## src/rtl/exec_unit_arbiter.sv

```systemverilog
// exec_unit_arbiter
// Round-robin arbiter that shares one sequential shifter and one sequential
// 8-bit multiplier between two requesters. One operation is in flight at a
// time: IDLE -> GRANT -> ISSUE -> (WAIT) -> RESP -> IDLE.
// All outputs are registered; unit data buses come straight from the
// operand registers latched when the winner is chosen.

module exec_unit_arbiter #(
    parameter logic [3:0] TIMEOUT = 4'd15
) (
    input  logic       clk,
    input  logic       rst,
    // requester 0
    input  logic       i_req0,
    input  logic       i_op0,
    input  logic [1:0] i_ctrl0,
    input  logic [7:0] i_a0,
    input  logic [7:0] i_b0,
    // requester 1
    input  logic       i_req1,
    input  logic       i_op1,
    input  logic [1:0] i_ctrl1,
    input  logic [7:0] i_a1,
    input  logic [7:0] i_b1,
    // grant / response
    output logic       o_gnt0,
    output logic       o_gnt1,
    output logic       o_rsp_valid0,
    output logic       o_rsp_valid1,
    output logic [7:0] o_rsp_data,
    output logic       o_rsp_err,
    // shifter
    output logic       o_sh_start,
    output logic [1:0] o_sh_ctrl,
    output logic [2:0] o_sh_amt,
    output logic [7:0] o_sh_data,
    input  logic       i_sh_done,
    input  logic [7:0] i_sh_result,
    // multiplier
    output logic       o_mul_start,
    output logic [7:0] o_mul_a,
    output logic [7:0] o_mul_b,
    input  logic       i_mul_done,
    input  logic [7:0] i_mul_result
);

    typedef enum logic [2:0] {
        ST_IDLE  = 3'd0,
        ST_GRANT = 3'd1,
        ST_ISSUE = 3'd2,
        ST_WAIT  = 3'd3,
        ST_RESP  = 3'd4
    } state_t;

    // Winner selection: a sole requester wins; on a tie the one that was
    // not granted last time wins.
    function automatic logic f_pick_winner(input logic req0,
                                           input logic req1,
                                           input logic last_gnt);
        logic win;
        if (req0 && req1) begin
            win = ~last_gnt;
        end else if (req1) begin
            win = 1'b1;
        end else begin
            win = 1'b0;
        end
        return win;
    endfunction

    state_t     r_state;
    state_t     w_next;

    // latched operation
    logic       r_id;
    logic       r_last_gnt;
    logic       r_op;
    logic [1:0] r_ctrl;
    logic [7:0] r_a;
    logic [7:0] r_b;
    logic [3:0] r_cnt;

    // registered outputs
    logic       r_gnt0;
    logic       r_gnt1;
    logic       r_rsp_valid0;
    logic       r_rsp_valid1;
    logic [7:0] r_rsp_data;
    logic       r_rsp_err;
    logic       r_sh_start;
    logic       r_mul_start;

    // combinational helpers
    logic       w_any_req;
    logic       w_win;
    logic       w_bypass;
    logic       w_sel_done;
    logic [7:0] w_sel_result;
    logic [7:0] w_result;
    logic       w_err;
    logic [3:0] w_cnt_next;

    // Next-state, result and counter logic for the arbitration FSM.
    always_comb begin
        w_next       = r_state;
        w_result     = 8'd0;
        w_err        = 1'b0;
        w_cnt_next   = r_cnt;
        w_any_req    = i_req0 | i_req1;
        w_win        = f_pick_winner(i_req0, i_req1, r_last_gnt);
        // a zero shift amount would make the shifter wrap to 8 shifts
        w_bypass     = (r_op == 1'b0) && (r_b[2:0] == 3'd0);
        w_sel_done   = r_op ? i_mul_done   : i_sh_done;
        w_sel_result = r_op ? i_mul_result : i_sh_result;

        case (r_state)
            ST_IDLE: begin
                if (w_any_req) begin
                    w_next = ST_GRANT;
                end else begin
                    w_next = ST_IDLE;
                end
            end
            ST_GRANT: begin
                w_next = ST_ISSUE;
            end
            ST_ISSUE: begin
                w_cnt_next = 4'd0;
                if (w_bypass) begin
                    w_next   = ST_RESP;
                    w_result = r_a;
                    w_err    = 1'b0;
                end else begin
                    w_next = ST_WAIT;
                end
            end
            ST_WAIT: begin
                // done only sampled here: the unit clears it at the start edge
                if (w_sel_done) begin
                    w_next   = ST_RESP;
                    w_result = w_sel_result;
                    w_err    = 1'b0;
                end else if (r_cnt == TIMEOUT) begin
                    w_next   = ST_RESP;
                    w_result = 8'd0;
                    w_err    = 1'b1;
                end else begin
                    w_next     = ST_WAIT;
                    w_cnt_next = r_cnt + 4'd1;
                end
            end
            ST_RESP: begin
                w_next     = ST_IDLE;
                w_cnt_next = 4'd0;
            end
            default: begin
                w_next     = ST_IDLE;
                w_cnt_next = 4'd0;
            end
        endcase
    end

    // State register and WAIT-cycle counter.
    always_ff @(posedge clk or posedge rst) begin
        if (rst) begin
            r_state <= ST_IDLE;
            r_cnt   <= 4'd0;
        end else begin
            r_state <= w_next;
            r_cnt   <= w_cnt_next;
        end
    end

    // Latch the winner's operands and id as the grant is issued.
    always_ff @(posedge clk or posedge rst) begin
        if (rst) begin
            r_id       <= 1'b0;
            r_last_gnt <= 1'b1;
            r_op       <= 1'b0;
            r_ctrl     <= 2'd0;
            r_a        <= 8'd0;
            r_b        <= 8'd0;
        end else if ((r_state == ST_IDLE) && (w_next == ST_GRANT)) begin
            r_id       <= w_win;
            r_last_gnt <= w_win;
            r_op       <= w_win ? i_op1   : i_op0;
            r_ctrl     <= w_win ? i_ctrl1 : i_ctrl0;
            r_a        <= w_win ? i_a1    : i_a0;
            r_b        <= w_win ? i_b1    : i_b0;
        end else begin
            r_id       <= r_id;
            r_last_gnt <= r_last_gnt;
            r_op       <= r_op;
            r_ctrl     <= r_ctrl;
            r_a        <= r_a;
            r_b        <= r_b;
        end
    end

    // Output pulses registered from the upcoming state so they line up
    // with the state they belong to.
    always_ff @(posedge clk or posedge rst) begin
        if (rst) begin
            r_gnt0       <= 1'b0;
            r_gnt1       <= 1'b0;
            r_sh_start   <= 1'b0;
            r_mul_start  <= 1'b0;
            r_rsp_valid0 <= 1'b0;
            r_rsp_valid1 <= 1'b0;
            r_rsp_data   <= 8'd0;
            r_rsp_err    <= 1'b0;
        end else begin
            r_gnt0       <= (r_state == ST_IDLE) && (w_next == ST_GRANT) && !w_win;
            r_gnt1       <= (r_state == ST_IDLE) && (w_next == ST_GRANT) &&  w_win;
            r_sh_start   <= (r_state == ST_GRANT) && !r_op && (r_b[2:0] != 3'd0);
            r_mul_start  <= (r_state == ST_GRANT) &&  r_op;
            r_rsp_valid0 <= (w_next == ST_RESP) && (r_state != ST_RESP) && !r_id;
            r_rsp_valid1 <= (w_next == ST_RESP) && (r_state != ST_RESP) &&  r_id;
            r_rsp_data   <= ((w_next == ST_RESP) && (r_state != ST_RESP)) ? w_result : 8'd0;
            r_rsp_err    <= (w_next == ST_RESP) && (r_state != ST_RESP) && w_err;
        end
    end

    assign o_gnt0       = r_gnt0;
    assign o_gnt1       = r_gnt1;
    assign o_rsp_valid0 = r_rsp_valid0;
    assign o_rsp_valid1 = r_rsp_valid1;
    assign o_rsp_data   = r_rsp_data;
    assign o_rsp_err    = r_rsp_err;
    assign o_sh_start   = r_sh_start;
    assign o_sh_ctrl    = r_ctrl;
    assign o_sh_amt     = r_b[2:0];
    assign o_sh_data    = r_a;
    assign o_mul_start  = r_mul_start;
    assign o_mul_a      = r_a;
    assign o_mul_b      = r_b;

endmodule

```

## config.mk

```make
export PLATFORM = sky130hd
export DESIGN_NAME = exec_unit_arbiter
export DESIGN_NICKNAME = d
export VERILOG_FILES = /design/src/rtl/exec_unit_arbiter.sv
export SDC_FILE = /design/constraint.sdc
export NUM_CORES = 1
export LEC_CHECK = 0
export CAP_MARGIN = 40
export CORE_ASPECT_RATIO = 1.2
export CORE_UTILIZATION = 25
export DETAILED_ROUTE_END_ITERATION = 6
export PLACE_DENSITY = 0.64
export SLEW_MARGIN = 0
export SYNTH_ARGS = -nofsm -noshare
export SYNTH_HDL_FRONTEND = slang
export SYNTH_SLANG_ARGS = --single-unit
```

## constraint.sdc

```tcl
create_clock -name clk -period 1.8 [get_ports clk]
set_input_delay 0.36 -clock clk [delete_from_list [all_inputs] [get_ports clk]]
set_output_delay 0.36 -clock clk [all_outputs]
set_load 0.005 [all_outputs]
```

Yosys cells after proc, flatten, opt, wreduce, memory -nomap -nowiden

Index checks and enable logic that the tools add are counted.

Bits in registers: 43
Bits of input ports: 60
Output and inout port bits: 44
Logic and storage cells: 73

Add/subtract/negate cells: 1
Equal/unequal tests: 9
Mux-type cells: 23
Bitwise gates (word level): 4
Reduce and logical (&&, ||, !) cells: 20

Operators by type and width:

| operator                                       | number |
|---|---|
| 2-to-1 mux 8 bit                               | 6 |
| case mux 8 bit (2 select lines)                | 1 |
| logical AND 1 bit                              | 12 |
| case mux 3 bit (4 select lines)                | 1 |
| 2-to-1 mux 3 bit                               | 3 |
| 2-to-1 mux 1 bit                               | 8 |
| 2-to-1 mux 4 bit                               | 2 |
| case mux 4 bit (2 select lines)                | 1 |
| == test 3 x 1 -> 1 bit (second input constant) | 2 |
| == test 3 x 2 -> 1 bit (second input constant) | 2 |
| zero test 3 bit                                | 2 |
| adder 4 x 1 -> 4 bit (second input constant)   | 1 |
| == test 4 bit (second input constant)          | 1 |
| != test 2 bit (second input constant)          | 2 |
| == test 3 bit (second input constant)          | 1 |
| zero test 1 bit                                | 3 |
| != test 3 bit (second input constant)          | 1 |
| inverter 1 bit                                 | 3 |
| AND reduction 3 bit                            | 1 |
| nonzero test 3 bit                             | 1 |
| 2-to-1 mux 2 bit                               | 1 |
| OR reduction 2 bit                             | 1 |
| bitwise OR 1 bit                               | 1 |

Logic depth before layout (Yosys ltp)

Gate-level depths: netlist of run 1.

Depth in word-level cells: 7
Depth in mapped cells: 5
Gate-level depth less buffers: 4

Worst setup path after synthesis of run 1

No wires, ideal clock.

Path type: reg2reg
Start point: reg r_op
End point: reg r_cnt[3]
Library setup time: 82 ps
Arrival time: 1,372 ps
Required time: 1,718 ps
Setup slack: 346 ps
Cell stages (with the launch flop): 4
Buffers on the path: 0
Clock period less this slack: 1,454 ps
Cells stage by stage: dfrtp_1 > mux2_4 > or4_1 > a31oi_1

Word-level cells in the longest chain between the ends: 3

RTL lines:

| what                          | line | text |
|---|---|---|
| start: declaration            | 77   | `logic r_op;` |
| start signal: assignment      | 186  | `r_op <= w_win ? i_op1 : i_op0;` |
| start signal: assignment      | 193  | `r_op <= r_op;` |
| 2-to-1 mux 1 bit              | 113  | `w_sel_done = r_op ? i_mul_done : i_sh_done;` |
| != test 2 bit (no line)       | n/a  |  |
| AND reduction 3 bit (no line) | n/a  |  |
| end signal: assignment        | 170  | `r_cnt <= w_cnt_next;` |
| end: declaration              | 81   | `logic [3:0] r_cnt;` |

No other way between the ends.
A chain may end at the register's enable or synchronous reset.

Worst setup path after layout of run 1

Start point: reg r_a[5], in the netlist o_mul_a[5]
End point: out o_sh_data[5]

RTL lines:

| what                     | line | text |
|---|---|---|
| start: declaration       | 79   | `logic [7:0] r_a;` |
| start signal: assignment | 188  | `r_a <= w_win ? i_a1 : i_a0;` |
| start signal: assignment | 195  | `r_a <= r_a;` |
| end: declaration         | 36   | `output logic [7:0] o_sh_data,` |

No word-level cell between the ends.

==> summary.md, run 1 <==
| Metric | Value |
|---|---|
| Relative slew slack | 0.684 |
| Clock Sinks | 43 |
| ANT nets after route | 0 |
| Post-synthesis sequential area ratio | 0.523 |
| Antenna violations before repair | 0 |
| Worst EP required | 1.44 ns |
| Clock Skews | 0.00621 ns |
| Fillers | 767 |
| CTS Buffer Depth | 2 |
| Reg2Reg Depth | 3 |
| Post-CTS setup buffers | 0 |
| Die area | 0.00860 mm^2 |
| Reg-to-reg endpoint | o_rsp_data[2]$_DFF_PP0_ |
| Worst-Margin Slew | 0.470 ns |
| Post-Layout Cell Count | 370 |
| Input/output buffers | 103 |
| CP max-delay cell | clkdlybuf4s50_1 |
| CTS tree | done |
| Max-cap violation count | 0 |
| Layout net count | 338 |
| Avg Synthesized Cell Area | 11.6 um^2 |
| Via density per instance | 4.80 |
| Yosys top cell area share | 0.511 |
| Yosys warning count | 0 |
| Total grt overflow | 0 |
| Mux share of post-synthesis cell area | 0.0462 |
| Share of layout cells above drive strength 1 | 0.0935 |
| Final Cycle Share | 0.917 |
| GR Util All Layers | 0.138 |
| Arrival time at the worst endpoint | 1.29 ns |
| DRC | 6 |
| Dpl ws | -0.0283 ns |
| First-pass GRT wire length | 9.10 mm |
| Hold Buf Count CTS | 0 |
| Failing checks | design-rule violations |
| Drt total wl | 5.79 mm |
| Synthesized flop and latch total | 43 |
| Status | complete, but fails checks |
| Dpl hpwl | 4.44 mm |
| Async SR Flop Fraction | 1.00 |
| Worst-path fanout max | 4 |
| Cell area after synthesis | 0.00206 mm^2 |
| PwrDens | 1420 mW/mm^2 |
| IO Pins | 104 |
| Top cells by area, synth | dfrtp_1 (51%), a221o_1 (9.2%), a21boi_0 (6.9%) |
| Clk slew on worst S/H paths | 0.08 ns |
| Die W | 84.8 um |
| Initial DRC Count | 111 |
| Final hold viol count | 0 |
| Crit path launch type | flip-flop |
| Drt first pass iters | 6 |
| Vias | 1776 |
| Cell count after synthesis | 178 |
| Starting Density | 0.263 |
| Crit. End Element | output pin |
| N_diodes | 0 |
| Synth unique cells | 40 |
| Cts repair resizes | 0 |
| Buf/Inv on CP | 1 |
| Final setup viols | 0 |
| Placer Congestion | 0.801 |
| RSZ-0062 raised after global routing | false |
| Simple logic cell fraction of the synthesized area | 0.0936 |
| Cell Chain, Critical Path | clkdlybuf4s50_1 |
| Max frequency | 606 MHz |
| Post-synth top area cell | dfrtp_1 |
| DIE HEIGHT | 101 um |
| H-tree levels | 2 |
| CORE AREA | 0.00784 mm^2 |
| Area Growth Syn to Fin | 58.7% |
| Dpl cells | 362 |
| Row cnt | 35 |
| R2R Setup Slk | 0.24 ns |
| Min Hold Slack | 0.374 ns |
| Syn nets | 239 |
| Complex-gate fraction of the synthesized area | 0.250 |
| Final worst path period need | 1.65 ns |
| Vias in the first global route | 1793 |
| Multi-input logic area | 816 um^2 |
| Largest family of logic cells by synthesized area | compound AO/OA/AOI/OAI gates |
| Final Total Pwr | 4630 uW |
| Cell family with most CP delay | buffers and inverters |
| CTS Buf Count | 5 |
| Maximum vdd drop | 647 uV |
| Post-synthesis xor/xnor area fraction | 0 |
| Final setup margin | 0.150 ns |
| Synthesized-area fraction occupied by adder cells | 0.00608 |
| Post-DR wirelength/cell | 15.6 um |
| Main flop type after synthesis | dfrtp_1 |
| Root Driver | clkbuf_8 |
| Slowest stage delay, CP | 0.54 ns |
| Largest net degree at the start of global routing | 23 |
| Max-slew violation count | 0 |
| Worst-Skew Late Latency | 0.30 ns |
| RR Startpoint | r_op$_DFFE_PP0P_ |
| P_leak | 0.00135 uW |
| Number of flops mapped to enable cells by yosys | 0 |
| Type of the worst min-delay path | in2async |
| Reg area | 0.00108 mm^2 |
| Critical path type | reg2out |
-- kinds of logic after synthesis --
kind of cell             count (synthesis)
buffers and inverters                   30
multiplexers                             9
adder cells (fa/ha/maj)                  1
AO/OA/AOI/OAI                           62
flip-flops                              43
AND/OR/NAND/NOR                         33
-- cell usage after synthesis (2+ instances only) --
| cell type | n |
|---|---|
| a211oi_1 | 2 |
| dfrtp_1 | 42 |
| a21oi_1 | 4 |
| inv_1 | 6 |
| o2bb2ai_1 | 8 |
| buf_4 | 11 |
| nor3_1 | 2 |
| or2_2 | 2 |
| a221o_1 | 19 |
| nand2_1 | 5 |
| a21boi_0 | 19 |
| nor2_1 | 2 |
| and3_1 | 4 |
| nand2b_1 | 5 |
| clkbuf_1 | 3 |
| buf_2 | 9 |
| nand3_1 | 2 |
| mux2i_1 | 8 |
| o32ai_1 | 2 |
| or3_1 | 2 |
| nor4_1 | 2 |
-- state kept, by name, indices dropped and copies added, names as in the netlist, 2 cells and up --
signal and flops:
r_state 3, o_mul_a 8, r_cnt 4, o_mul_b 8, o_sh_ctrl 2, o_rsp_data 8
-- metrics by stage --
| stage | area [um^2] | TNS (ns) | util |
|---|---|---|---|
| floorplan | 2060 | 0 | - |
| global placement | 3180 | 0 | 0.406 |
| detailed placement | 3180 | -0.0295 | 0.406 |
| CTS | 3270 | 0 | 0.417 |
| global route | 3270 | 0 | 0.417 |
| finish | 3270 | 0 | 0.417 |
-- report_power, final --
part           internal, uW  switching (uW)
Sequential             1340             308
Combinational          1450             931
Clock                   273             326
Total                  3070            1570
-- layer usage --
| metal | wire, um | up-vias | track usage |
|---|---|---|---|
| met5 | 0 | - | 0 |
| met4 | 129 | 0 | 0.0652 |
| met3 | 304 | 8 | 0.0277 |
| met2 | 2880 | 58 | 0.231 |
| met1 | 2480 | 843 | 0.173 |
| li1 | - | 867 | - |
-- layout make-up --
cell class,count,area share
repair buffers,116,0.353
flip-flops and latches,43,0.330
multi-input cells,105,0.250
well taps,92,0.0352
clock buffers,7,0.0234
inverters,6,0.00690
clock inverters,1,0.00153
-- placed cells by master (no fill, tap or decap), types with 4 or more instances in the layout --
| cell | Yosys | layout |
|---|---|---|
| clkdlybuf4s50_1 | 0 | 103 |
| a21boi_0 | 19 | 19 |
| nand2_1 | 5 | 5 |
| a221o_1 | 19 | 19 |
| dfrtp_1 | 42 | 42 |
| nand2b_1 | 5 | 5 |
| clkbuf_8 | 0 | 5 |
| and3_1 | 4 | 4 |
| mux2i_1 | 8 | 8 |
| buf_4 | 11 | 11 |
| a21oi_1 | 4 | 4 |
| o2bb2ai_1 | 8 | 8 |
| inv_1 | 6 | 5 |
-- worst max path at each step --
stage | start | to | slack [ns] | cells past startpoint
after CTS | o_mul_a[5]$_DFFE_PP0P_ | o_sh_data[5] | 0.13 | 1
after global routing | o_mul_b[1]$_DFFE_PP0P_ | o_rsp_data[1]$_DFF_PP0_ | 0.03 | 3
after global placement | i_sh_done | r_cnt[3]$_DFFE_PP0P_ | 0.01 | 4
after detailed placement | i_sh_done | r_cnt[3]$_DFFE_PP0P_ | -0.03 | 5
final | o_mul_a[5]$_DFFE_PP0P_ | o_sh_data[5] | 0.15 | 1
after floorplan | r_op$_DFFE_PP0P_ | r_cnt[3]$_DFFE_PP0P_ | 0.35 | 3
(Power assumes the default switching activity.)
==> inputs of run 2 (changes only) <==
--- a/config.mk
+++ b/config.mk
@@ -5,11 +5,11 @@
 export SDC_FILE = /design/constraint.sdc
 export NUM_CORES = 1
 export LEC_CHECK = 0
+export ABC_AREA = 1
 export CAP_MARGIN = 40
 export CORE_ASPECT_RATIO = 1.2
 export CORE_UTILIZATION = 25
 export DETAILED_ROUTE_END_ITERATION = 6
-export PLACE_DENSITY = 0.64
 export SLEW_MARGIN = 0
 export SYNTH_ARGS = -nofsm -noshare
 export SYNTH_HDL_FRONTEND = slang
==> constraint.sdc (replaced) <==
create_clock -name clk -period 2.1 [get_ports clk]
set_input_delay 0.42 -clock clk [delete_from_list [all_inputs] [get_ports clk]]
set_output_delay 0.42 -clock clk [all_outputs]
set_load 0.005 [all_outputs]
==> summary.md, run 2 <==
| Metric | Value |
|---|---|
| Post-CTS setup buffers | 0 |
| PwrDens | 1160 mW/mm^2 |
| CTS tree | done |
| Total Neg Setup Slack | 0 ns |
| Final core occ | 0.394 |
| Main flop type after synthesis | dfrtp_1 |
| Largest net degree at the start of global routing | 29 |
| Cell count after synthesis | 278 |
| CORE AREA | 0.00856 mm^2 |
| GR Util All Layers | 0.138 |
| Final setup viols | 0 |
| Crit path launch type | flip-flop |
| Synth unique cells | 26 |
| Worst Setup SP | o_mul_a[3]$_DFFE_PP0P_ |
| Yosys warning count | 0 |
| Root Driver | clkbuf_8 |
| Syn nets | 339 |
| Cell family with most CP delay | buffers and inverters |
| RR Startpoint | r_state[0]$_DFF_PP0_ |
| Reg2Reg Depth | 6 |
| Buf/Inv on CP | 1 |
| Maximum vdd drop | 433 uV |
| Simple logic cell fraction of the synthesized area | 0.343 |
| CTS Buf Count | 5 |
| Hold Buf Count CTS | 0 |
| Drt total wl | 5.91 mm |
| Vias in the first global route | 2094 |
| Min Hold Slack | 0.407 ns |
| Max-cap violation count | 0 |
| Final worst path period need | 1.70 ns |
| H-tree levels | 2 |
| IO Pins | 104 |
| Clk slew on worst S/H paths | 0.09 ns |
| Worst-path fanout max | 4 |
| Async SR Flop Fraction | 1.00 |
| Crit. End Element | output pin |
| Drt first pass iters | 4 |
| Synthesized flop and latch total | 43 |
| Cell area after synthesis | 0.00219 mm^2 |
| Number of flops mapped to enable cells by yosys | 0 |
| Worst-Margin Slew | 0.670 ns |
| Total grt overflow | 0 |
| Input/output buffers | 103 |
| DRC | 0 |
| Max frequency | 587 MHz |
| Type of the worst min-delay path | in2async |
| CTS Buffer Depth | 2 |
| Worst-Skew Late Latency | 0.29 ns |
| Share of layout cells above drive strength 1 | 0.0724 |
| Commonest non-fill, non-tap cells in the layout | nand2_1 (137), clkdlybuf4s50_1 (103), dfrtp_1 (42) |
| Row cnt | 37 |
| Layout net count | 433 |
| Complex-gate fraction of the synthesized area | 0.0342 |
| Max-slew violation count | 0 |
| Reg-to-reg endpoint | o_mul_b[1]$_DFFE_PP0P_ |
| Worst setup path end | o_mul_a[3] |
| R2R Setup Slk | 0.67 ns |
| Die area | 0.00915 mm^2 |
| RSZ-0062 raised after global routing | false |
| First-pass GRT wire length | 9.91 mm |
| DIE HEIGHT | 105 um |
| Yosys top cell area share | 0.479 |
| Largest family of logic cells by synthesized area | simple AND/OR/NAND/NOR gates |
| Post-synth top area cell | dfrtp_1 |
| Initial DRC Count | 89 |
| Dpl hpwl | 4.54 mm |
| Clock Sinks | 43 |
| Area Growth Syn to Fin | 53.9% |
| Worst EP required | 1.68 ns |
| CP max-delay cell | clkdlybuf4s50_1 |
| Clock Skews | 0.0118 ns |
| Antenna violations before repair | 0 |
| Final hold viol count | 0 |
| Mux share of post-synthesis cell area | 0.0274 |
| Post-synth top cells | nand2_1 (137), dfrtp_1 (42), buf_4 (14), inv_1 (14), nand3_1 (14) |
| Fillers | 883 |
| Starting Density | 0.256 |
| Via density per instance | 4.17 |
| Status | finished clean |
| N_diodes | 0 |
| Slowest stage delay, CP | 0.57 ns |
| Synthesized-area fraction occupied by adder cells | 0.00570 |
| Critical path type | reg2out |
| Post-synthesis xor/xnor area fraction | 0.00399 |
| Post-DR wirelength/cell | 12.1 um |
| Cts repair resizes | 0 |
| Arrival time at the worst endpoint | 1.28 ns |
| Cell Chain, Critical Path | clkdlybuf4s50_1 |
| Critical Path Stages | 1 |
| ANT nets after route | 0 |
| Post-synthesis sequential area ratio | 0.491 |
| Most common cell after layout, fill and taps aside | nand2_1 |
| Relative slew slack | 0.553 |
| Die W | 87.5 um |
| P_leak | 0.00163 uW |
| Placer Congestion | 0.724 |
| Most numerous cell in the Yosys netlist | nand2_1 |
| Final Cycle Share | 0.811 |
| Top cells by area, synth | dfrtp_1 (48%), nand2_1 (23%), buf_4 (4.8%) |
| Vias | 2045 |
| Avg Synthesized Cell Area | 7.89 um^2 |
[run 2: cell types whose count changed in the layout (fill, tap and decap cells not counted), sizes merged, moves of 12 or more]
cell and change:
a21boi -19, a221o -19, nand2 +136, nand3 +12
nor2 +13
[run 2: how the worst min path moves through the flow]
stage	start	end	slack, ns	cells after the start
after floorplan	r_id$_DFFE_PP0P_	o_rsp_valid0$_DFF_PP0_	0.40	1
after global placement	r_id$_DFFE_PP0P_	o_rsp_valid0$_DFF_PP0_	0.41	1
after detailed placement	r_id$_DFFE_PP0P_	o_rsp_valid0$_DFF_PP0_	0.41	1
after CTS	rst	o_rsp_valid1$_DFF_PP0_	0.42	2
after global routing	rst	o_rsp_valid1$_DFF_PP0_	0.43	2
final	rst	o_rsp_valid1$_DFF_PP0_	0.41	2
[run 2: through the flow]
step | instance area (um^2) | total power (uW) | std cells | setup slack (ns)
after global placement | 3260 | 3290 | 482 | 0.230
after CTS | 3370 | 3970 | 490 | 0.386
final | 3370 | 3910 | 490 | 0.397
after global routing | 3370 | 4240 | 490 | 0.335
after floorplan | 2190 | 2450 | 278 | 0.679
after detailed placement | 3260 | 3320 | 482 | 0.168
[run 2: area by class of cell]
class                           instances  area (um^2)  share of cell area
Inverter                               17         66.3              0.0197
Clock inverter                          2         37.5              0.0111
Timing Repair Buffer                  106         1070               0.316
Clock buffer                            6         72.6              0.0215
Sequential cell                        43         1080               0.319
Tap cell                              117          146              0.0434
Multi-Input combinational cell        199          908               0.269
[run 2: power by group]
| part | switching (uW) | leakage [uW] | total [uW] | internal, uW |
|---|---|---|---|---|
| clock | 282 | 0.0000514 | 637 | 355 |
| combinational | 914 | 0.00101 | 1880 | 968 |
| sequential | 248 | 0.000559 | 1390 | 1140 |
[run 2: worst reg2reg max path: cells and delay by family (launching register included)]
family | cells | cell delay, ns
buffers and inverters | 2 | 0.26
DFF | 1 | 0.44
and+or+nand+nor | 4 | 0.63
[run 2: cells by family after synthesis]
logic type               count (synthesis)
multiplexers                             6
AO/OA/AOI/OAI                           14
flip-flops                              43
XOR/XNOR                                 1
adder cells (fa/ha/maj)                  1
buffers and inverters                   36
AND/OR/NAND/NOR                        177
[run 2: layer usage]
layer  GRT usage  vias up  routed length, um
li1            -     1037                  -
met1       0.170      930               2530
met2       0.225       68               2830
met3      0.0419       10                390
met4      0.0492        0                156
met5           0        -                  0
==> inputs of run 3 (changes only) <==
==> constraint.sdc (replaced) <==
create_clock -name clk -period 1.57 [get_ports clk]
set_input_delay 0.314 -clock clk [delete_from_list [all_inputs] [get_ports clk]]
set_output_delay 0.314 -clock clk [all_outputs]
set_load 0.005 [all_outputs]
==> summary.md, run 3 (same netlist as run 2, synthesis figures left out) <==
| Metric | Value |
|---|---|
| Root Driver | clkbuf_8 |
| Die area | 0.00915 mm^2 |
| Total grt overflow | 0 |
| Clock Skews | 0.00804 ns |
| Type of the worst min-delay path | in2async |
| CP max-delay cell | clkdlybuf4s50_1 |
| Clk pwr share | 0.127 |
| Finished layout cell area | 0.00352 mm^2 |
| Post-Place Cell Area | 0.00335 mm^2 |
| Slowest stage delay, CP | 0.52 ns |
| Max-cap violation count | 0 |
| Placer Congestion | 0.803 |
| Row cnt | 37 |
| Most common cell after layout, fill and taps aside | nand2_1 |
| ANT nets after route | 0 |
| Final Cycle Share | 0.978 |
| Buf/Inv on CP | 1 |
| Cell family with most CP delay | buffers and inverters |
| Area Growth Syn to Fin | 60.4% |
| Reg2Reg Depth | 7 |
| PwrDens | 1490 mW/mm^2 |
| Worst-path fanout max | 3 |
| Pint | 3310 uW |
| Fillers | 873 |
| Initial DRC Count | 60 |
| Min Hold Slack | 0.381 ns |
| CORE AREA | 0.00856 mm^2 |
| H-tree levels | 2 |
| GR Util All Layers | 0.135 |
| Final setup viols | 0 |
| P_leak | 0.00185 uW |
| Largest net degree at the start of global routing | 27 |
| Vias in the first global route | 1994 |
| Arrival time at the worst endpoint | 1.22 ns |
| Layout net count | 447 |
| Crit. End Element | output pin |
| Die W | 87.5 um |
| Cell Chain, Critical Path | clkdlybuf4s50_1 |
| CTS tree | done |
| Total Neg Setup Slack | 0 ns |
| IO Pins | 104 |
| Commonest non-fill, non-tap cells in the layout | nand2_1 (137), clkdlybuf4s50_1 (89), dfrtp_1 (42) |
| Final Total Pwr | 5250 uW |
| Clk slew on worst S/H paths | 0.08 ns |
| First-pass GRT wire length | 9.57 mm |
| CTS Buf Count | 5 |
| DRC | 0 |
| DIE HEIGHT | 105 um |
| Post-DR wirelength/cell | 11.5 um |
| Worst-Margin Slew | 0.361 ns |
| Input/output buffers | 103 |
| N_diodes | 0 |
| Final hold viol count | 0 |
| Status | finished clean |
| Worst-Skew Late Latency | 0.29 ns |
| Register share of total power | 0.350 |
| Drt first pass iters | 4 |
| Dpl hpwl | 4.52 mm |
| Max frequency | 651 MHz |
| CTS Buffer Depth | 2 |
| Share of layout cells above drive strength 1 | 0.103 |
| Crit path launch type | flip-flop |
| Worst EP required | 1.26 ns |
| Critical path type | reg2out |
| Sw Ratio | 0.371 |
| Via density per instance | 4.04 |
| Drt total wl | 5.81 mm |
| Gate power share | 0.522 |
| Starting Density | 0.256 |
| Critical Path Stages | 1 |
| Antenna violations before repair | 0 |
| Sw Pwr | 1950 uW |
| Final worst path period need | 1.54 ns |
| Clock Sinks | 43 |
| Maximum vdd drop | 544 uV |
| Vias | 2035 |
| Max-slew violation count | 0 |
| RSZ-0062 raised after global routing | false |
| Relative slew slack | 0.758 |
[run 3: through the flow]
stage	utilization	cells	setup slack [ns]
finish	0.411	504	0.0338
global placement	0.391	488	0.0116
floorplan	-	278	0.255
detailed placement	0.391	488	-0.0123
CTS	0.405	501	0.00743
global route	0.411	504	0.00249
[run 3: layout make-up]
type / instances / area (um^2) / area share
clock buffer: 7 / 76.3 / 0.0217
clock inverter: 1 / 7.51 / 0.00213
tap: 117 / 146 / 0.0416
inverter: 17 / 66.3 / 0.0188
timing repair buffer: 120 / 1240 / 0.351
multi-input combinational: 199 / 908 / 0.258
sequential: 43 / 1080 / 0.306
[run 3: worst paths after layout]
kind / start / endpoint / slack [ns]
max: o_mul_a[1]$_DFFE_PP0P_ / o_mul_a[1] / 0.03
min: rst / r_cnt[1]$_DFFE_PP0P_ / 0.38
max reg2reg: r_cnt[0]$_DFFE_PP0P_ / r_cnt[2]$_DFFE_PP0P_ / 0.25
min reg2reg: r_id$_DFFE_PP0P_ / o_rsp_valid0$_DFF_PP0_ / 0.43
max in group asynchronous: rst / r_last_gnt$_DFFE_PP1P_ / 0.95
min in group clk: r_id$_DFFE_PP0P_ / o_rsp_valid0$_DFF_PP0_ / 0.43
[run 3: what timing repair did]
item                                    CTS  global route
setup buffers                             5             3
hold endpoints to repair                  0             0
resized for setup                         2            12
pin swaps                                 0             0
hold buffers                              0             0
endpoints found under the setup margin   11            16
[run 3: power by group through the flow]
stage / sequential, uW / clock, uW / combinational [uW]
floorplan: 1840 / 0 / 1430
global placement: 1900 / 0 / 2640
detailed placement: 1900 / 0 / 2670
CTS: 1860 / 704 / 2780
global route: 1900 / 747 / 3060
finish: 1840 / 669 / 2740
[run 3: layer usage]
metal,routed length [um],GRT usage
met5,0,0
met4,34,0.0386
met3,352,0.0379
met2,2900,0.222
met1,2530,0.173
